## config.mk

```make
export PLATFORM = sky130hd
export DESIGN_NAME = fetch_queue
export DESIGN_NICKNAME = d
export VERILOG_FILES = /design/src/rtl/riscv_pkg.sv /design/src/rtl/sync_fifo.sv /design/src/rtl/fetch_queue.sv
export SDC_FILE = /design/constraint.sdc
export NUM_CORES = 1
export LEC_CHECK = 0
export BUFFER_PORTS_ARGS = -buffer_cell sky130_fd_sc_hd__buf_2
export CORE_ASPECT_RATIO = 0.7
export CORE_MARGIN = 4
export CORE_UTILIZATION = 52
export DETAILED_ROUTE_END_ITERATION = 12
export GPL_ROUTABILITY_DRIVEN = 0
export PLACE_DENSITY = 0.83
export SETUP_SLACK_MARGIN = 0.4
export SLEW_MARGIN = 20
export SYNTH_ARGS = -nofsm -noshare
export SYNTH_HDL_FRONTEND = slang
export SYNTH_SLANG_ARGS = --single-unit
```

## constraint.sdc

```tcl
create_clock -name clk -period 2.76 [get_ports clk]
set_input_delay 0.552 -clock clk [delete_from_list [all_inputs] [get_ports clk]]
set_output_delay 0.552 -clock clk [all_outputs]
set_load 0.1 [all_outputs]
```

## src/rtl/riscv_pkg.sv

```systemverilog
// Shared core types and constants for the fetch front end.
// Pure declarations; no logic, no latency, no flow control.
package riscv_pkg;

  localparam int XLEN = 32;

  localparam logic [XLEN-1:0] INSTR_NOP        = 32'h0000_0013;
  localparam logic [XLEN-1:0] RESET_PC_DEFAULT = 32'h0000_0000;

  typedef struct packed {
    logic [XLEN-1:0] pc;
    logic [XLEN-1:0] instruction;
  } fetch_entry_t;

  // Fetch addresses are always word aligned; low bits of any incoming PC are dropped.
  function automatic logic [XLEN-1:0] align_pc(input logic [XLEN-1:0] pc);
    return {pc[XLEN-1:2], 2'b00};
  endfunction

  function automatic logic [XLEN-1:0] next_pc(input logic [XLEN-1:0] pc);
    return pc + XLEN'(4);
  endfunction

endpackage

```

## src/rtl/sync_fifo.sv

```systemverilog
// Generic synchronous FIFO with flush; head read straight from storage, push-to-head 1 cycle.
// Push at full is accepted only together with a pop; flush overrides push and pop.
module sync_fifo #(
  parameter int WIDTH = 64,
  parameter int DEPTH = 4,
  localparam int AW = $clog2(DEPTH)
) (
  input  logic             clk,
  input  logic             reset,
  input  logic             push,
  input  logic [WIDTH-1:0] push_data,
  input  logic             pop,
  input  logic             flush,
  output logic [WIDTH-1:0] head_data,
  output logic [AW:0]      count,
  output logic             empty
);

  logic [WIDTH-1:0] mem [DEPTH];
  logic [AW-1:0]    wr_ptr;
  logic [AW-1:0]    rd_ptr;
  logic             full;
  logic             do_push;
  logic             do_pop;

  assign full    = (count == (AW+1)'(DEPTH));
  assign empty   = (count == '0);
  assign do_pop  = pop && !flush && !empty;
  assign do_push = push && !flush && (!full || do_pop);

  assign head_data = mem[rd_ptr];

  always_ff @(posedge clk) begin
    if (do_push) begin
      mem[wr_ptr] <= push_data;
    end
  end

  // DEPTH is a power of two, so pointers wrap naturally at AW bits.
  always_ff @(posedge clk or posedge reset) begin
    if (reset) begin
      wr_ptr <= '0;
      rd_ptr <= '0;
      count  <= '0;
    end else if (flush) begin
      wr_ptr <= '0;
      rd_ptr <= '0;
      count  <= '0;
    end else begin
      if (do_push) begin
        wr_ptr <= wr_ptr + 1'b1;
      end
      if (do_pop) begin
        rd_ptr <= rd_ptr + 1'b1;
      end
      case ({do_push, do_pop})
        2'b10:   count <= count + 1'b1;
        2'b01:   count <= count - 1'b1;
        default: count <= count;
      endcase
    end
  end

endmodule

```

## src/rtl/fetch_queue.sv

```systemverilog
// Instruction fetch front end: owns fetch PC, one outstanding imem request, buffers {pc, instr}.
// Accept-to-valid 2 cycles; requests only issued while FIFO slots cover all outstanding returns.
module fetch_queue
  import riscv_pkg::*;
#(
  parameter int              DEPTH    = 4,
  parameter logic [XLEN-1:0] RESET_PC = RESET_PC_DEFAULT
) (
  input  logic                   clk,
  input  logic                   reset,
  output logic                   imem_req,
  output logic [XLEN-1:0]        imem_addr,
  input  logic                   imem_gnt,
  input  logic [XLEN-1:0]        imem_rdata,
  input  logic                   redirect,
  input  logic [XLEN-1:0]        redirect_pc,
  input  logic                   stall,
  output logic                   valid_out,
  output logic [XLEN-1:0]        pc_out,
  output logic [XLEN-1:0]        instruction_out,
  output logic [$clog2(DEPTH):0] level
);

  localparam int AW = $clog2(DEPTH);

  logic [XLEN-1:0] fetch_pc;
  logic [XLEN-1:0] inflight_pc;
  logic            inflight;
  logic            discard;

  logic [AW:0]     count;
  logic            empty;
  logic            credit_ok;
  logic            accept;
  logic            push;
  logic            pop;
  fetch_entry_t    wr_entry;
  fetch_entry_t    head_entry;

  // An outstanding request reserves a slot, so its return can always be pushed.
  assign credit_ok = ((count + (AW+1)'(inflight)) < (AW+1)'(DEPTH));
  assign imem_req  = !reset && !redirect && credit_ok;
  assign imem_addr = fetch_pc;
  assign accept    = imem_req && imem_gnt;

  assign push     = inflight && !discard && !redirect;
  assign pop      = valid_out && !stall && !redirect;
  assign wr_entry = '{pc: inflight_pc, instruction: imem_rdata};

  sync_fifo #(
    .WIDTH ($bits(fetch_entry_t)),
    .DEPTH (DEPTH)
  ) u_fifo (
    .clk       (clk),
    .reset     (reset),
    .push      (push),
    .push_data (wr_entry),
    .pop       (pop),
    .flush     (redirect),
    .head_data (head_entry),
    .count     (count),
    .empty     (empty)
  );

  assign valid_out       = !empty;
  assign pc_out          = valid_out ? head_entry.pc : '0;
  assign instruction_out = valid_out ? head_entry.instruction : '0;
  assign level           = count;

  always_ff @(posedge clk or posedge reset) begin
    if (reset) begin
      fetch_pc    <= RESET_PC;
      inflight_pc <= '0;
      inflight    <= 1'b0;
      discard     <= 1'b0;
    end else begin
      inflight <= accept;
      if (accept) begin
        inflight_pc <= fetch_pc;
      end
      if (redirect) begin
        fetch_pc <= align_pc(redirect_pc);
        // A return landing in this cycle is flushed with the queue; only a request
        // accepted now would come back after the flush and needs marking.
        discard  <= accept;
      end else begin
        if (accept) begin
          fetch_pc <= next_pc(fetch_pc);
        end
        if (inflight) begin
          discard <= 1'b0;
        end
      end
    end
  end

  assert property (@(posedge clk) disable iff (reset)
    push |-> (count < (AW+1)'(DEPTH)) || pop);

  assert property (@(posedge clk) disable iff (reset)
    (imem_req && !imem_gnt) |=> (imem_addr == $past(imem_addr)) && (imem_req || redirect));

  assert property (@(posedge clk) disable iff (reset)
    imem_addr[1:0] == 2'b00);

endmodule

```

==> reports/metrics.cfg <==
[outcome]
outcome=completed

[yosys]
async_reset_ff_frac=0.218
synthAdderAreaFrac=0.00639
syn_area_um2=12900
ys_warn_count=0
yosysTopAreaCell=edfxtp_1
synth_top_family_by_area=multiplexers
synth_edf_count=248
synth-compound-area-share=0.0327
synth_xor_area_frac=0.00610
synth_seq_cells=317
ys_top_cells_by_area=edfxtp_1 58%, dfrtp_1 13%, mux4_2 11%
synth_cells=794
avgSynthCellArea_um2=16.3
netlist.area_leader.share=0.576
synth-simple-area-share=0.111
synth_top_flop_cell=edfxtp_1
synth.distinct_cells=62
synth_mux_area_frac=0.114
ys_seq_area_frac=0.710

[final_layout]
n_antenna_cell=0
fin_area_um2=17100
final_cells=1336
multi_input_area_um2=4050
final_util=0.710
syn2layout_area_growth_pct=32.1
final_cell_mix=248 x edfxtp_1, 127 x nand2_1, 99 x buf_2
layout_commonest_cell=edfxtp_1
n_fill_cell=1424
register_area_um2=9190
final_layout_size_suffix_gt1_frac=0.406
fin_nets=1072

[routing]
drtIter0Drc=666
wl_per_cell_um=22.1
vias=7766
drtAntennaViolNets=0
first_pass_iters=8
drc=0
viasPerCell=5.81
routed_wl_um=29600

[timing]
worst_slew_pin_slew_ns=0.568
rsz0062_at_grt=true
hold_violations=0
timing.hold.ws_ns=0.0812
fin_ws_ns=0.0248
drv_slew=0
setup_viol=0
fmax_mhz=366
final.setup_skew_ns=0.00810
period_share=0.991
timing.final.crit_period_ns=2.74
slew_headroom=0.619

[global_route]
grt_pass1_wl_um=45500
grt_overflow=0
grt_max_degree=50
grt_pass1_vias=7879
track_usage=0.210
grt_antenna_before_repair=0

[placement]
placed_area_um2=14900
place_ws_ns=0.350
hpwl_um=18600
port-buffer-count=163
dp_cells=1265

[pwr]
vdd_drop_max_uv=455
power_density_nw_per_um2=654
leakagePower_uw=0.00628

[worst_setup_path]
critPathKind=reg -> out
cp-end-kind=primary output
arrival_ns=2.18
critPathMaxFanout=4
cp.required_ns=2.21
startpoint_type=flip-flop

[clock_network]
ctsHoldBuffers=0
cts_tree=yes
cts_sinks=317
path_clk_slew_ns=0.07
cts_buffer_depth=3
cts_made_buffers=28
htree_num_levels=1
clk_latency_ns=0.53
root_buffer=clkbuf_16

[flow_run]
cap_violations=0

[die]
start_util=0.538
die_h_um=140
die_w_um=196
coreArea_um2=24100
die-area_um2=27500
pin_count=170
placementRows=47

[hold_path]
hold_path.class=in -> async

-- critical path, cell delays in order, from the launching register on --
cell and delay [ns]:
dfrtp_4 0.49, clkbuf_16 0.19, clkbuf_16 0.15, mux4_2 0.50, nor2b_4 0.15, buf_12 0.17
-- cell families (layout without fill, tap and decap cells) --
group,Yosys count,in the layout
other,1,4
adders and majority gates,6,6
and+or+nand+nor,276,276
muxes,68,68
buffers and inverters,54,275
xor gates and xnor gates,9,9
DFF,317,317
AOI/OAI and AO/OA,63,63
-- path summary, 6_finish.rpt --
path | startpoint | endpoint | slack, ns | cells after the start
worst max-delay path | u_fifo.rd_ptr[0] | instruction_out[15] | 0.02 | 5
worst min-delay path | reset | imem_addr[7] | 0.08 | 2
worst max register to register | u_fifo.count[0] | u_fifo.count[2] | 0.51 | 7
worst min register to register | inflight | discard | 0.50 | 1
max in group asynchronous | reset | imem_addr[2] | 1.90 | 3
min in group clk | redirect_pc[15] | imem_addr[15] | 0.22 | 2
-- where the power goes --
group	internal (uW)	total, uW	switching (uW)
combinational	572	1740	1170
sequential	5410	5650	240
clock	2130	3780	1640
total	8120	11200	3050
-- synth_stat cells, drive strengths merged, types with 3 or more instances --
master / instances
edfxtp: 248
nand2: 127
dfrtp: 69
nor2b: 63
mux4: 62
buf: 29
nand3: 23
o21ai: 21
clkbuf: 18
nand4: 12
nor2: 11
o211ai: 11
nor3: 10
and2: 6
inv: 6
o311ai: 6
xnor2: 6
a21oi: 5
a22oi: 5
and3: 5
ha: 5
mux2i: 4
nand2b: 4
a31oi: 3
and4: 3
nand3b: 3
xor2: 3
-- cell type report --
| cell class | instances | share of cell area |
|---|---|---|
| well taps | 318 | 0.0233 |
| clock buffers | 36 | 0.0446 |
| inverters | 7 | 0.00168 |
| flip-flops and latches | 317 | 0.538 |
| repair buffers | 217 | 0.148 |
| clock inverters | 15 | 0.00755 |
| multi-input cells | 426 | 0.237 |
-- layer usage --
| layer | wire length (um) | track usage | vias to the layer above |
|---|---|---|---|
| met4 | 386 | 0.0331 | 0 |
| met1 | 12400 | 0.321 | 3886 |
| li1 | - | - | 3436 |
| met2 | 13900 | 0.320 | 412 |
| met3 | 2800 | 0.0502 | 32 |
| met5 | 0 | 0 | - |
-- state kept, by name, summed over array words and instances (netlist names) --
| signal | flops |
|---|---|
| u_fifo.count | 3 |
| u_fifo.wr_ptr | 2 |
| inflight_pc | 30 |
| u_fifo.mem | 248 |
| imem_addr | 30 |
| inflight | 1 |
| u_fifo.rd_ptr | 2 |
| discard | 1 |
-- repair_timing --
| item | 4_1_cts | 5_1_grt |
|---|---|---|
| hold endpoints to repair | 0 | 0 |
| cloned | 1 | 5 |
| gates resized for setup | 185 | 85 |
| setup buffers | 10 | 4 |
| pin swaps | 1 | 2 |
| endpoints found under the setup margin | 63 | 66 |
-- metrics by stage --
stage | setup TNS (ns) | power, uW
after floorplan | 0 | 6880
after global placement | 0 | 7200
after detailed placement | 0 | 7250
after CTS | 0 | 11100
after global routing | -0.337 | 11600
final | 0 | 11200
(Power assumes the default switching activity.)
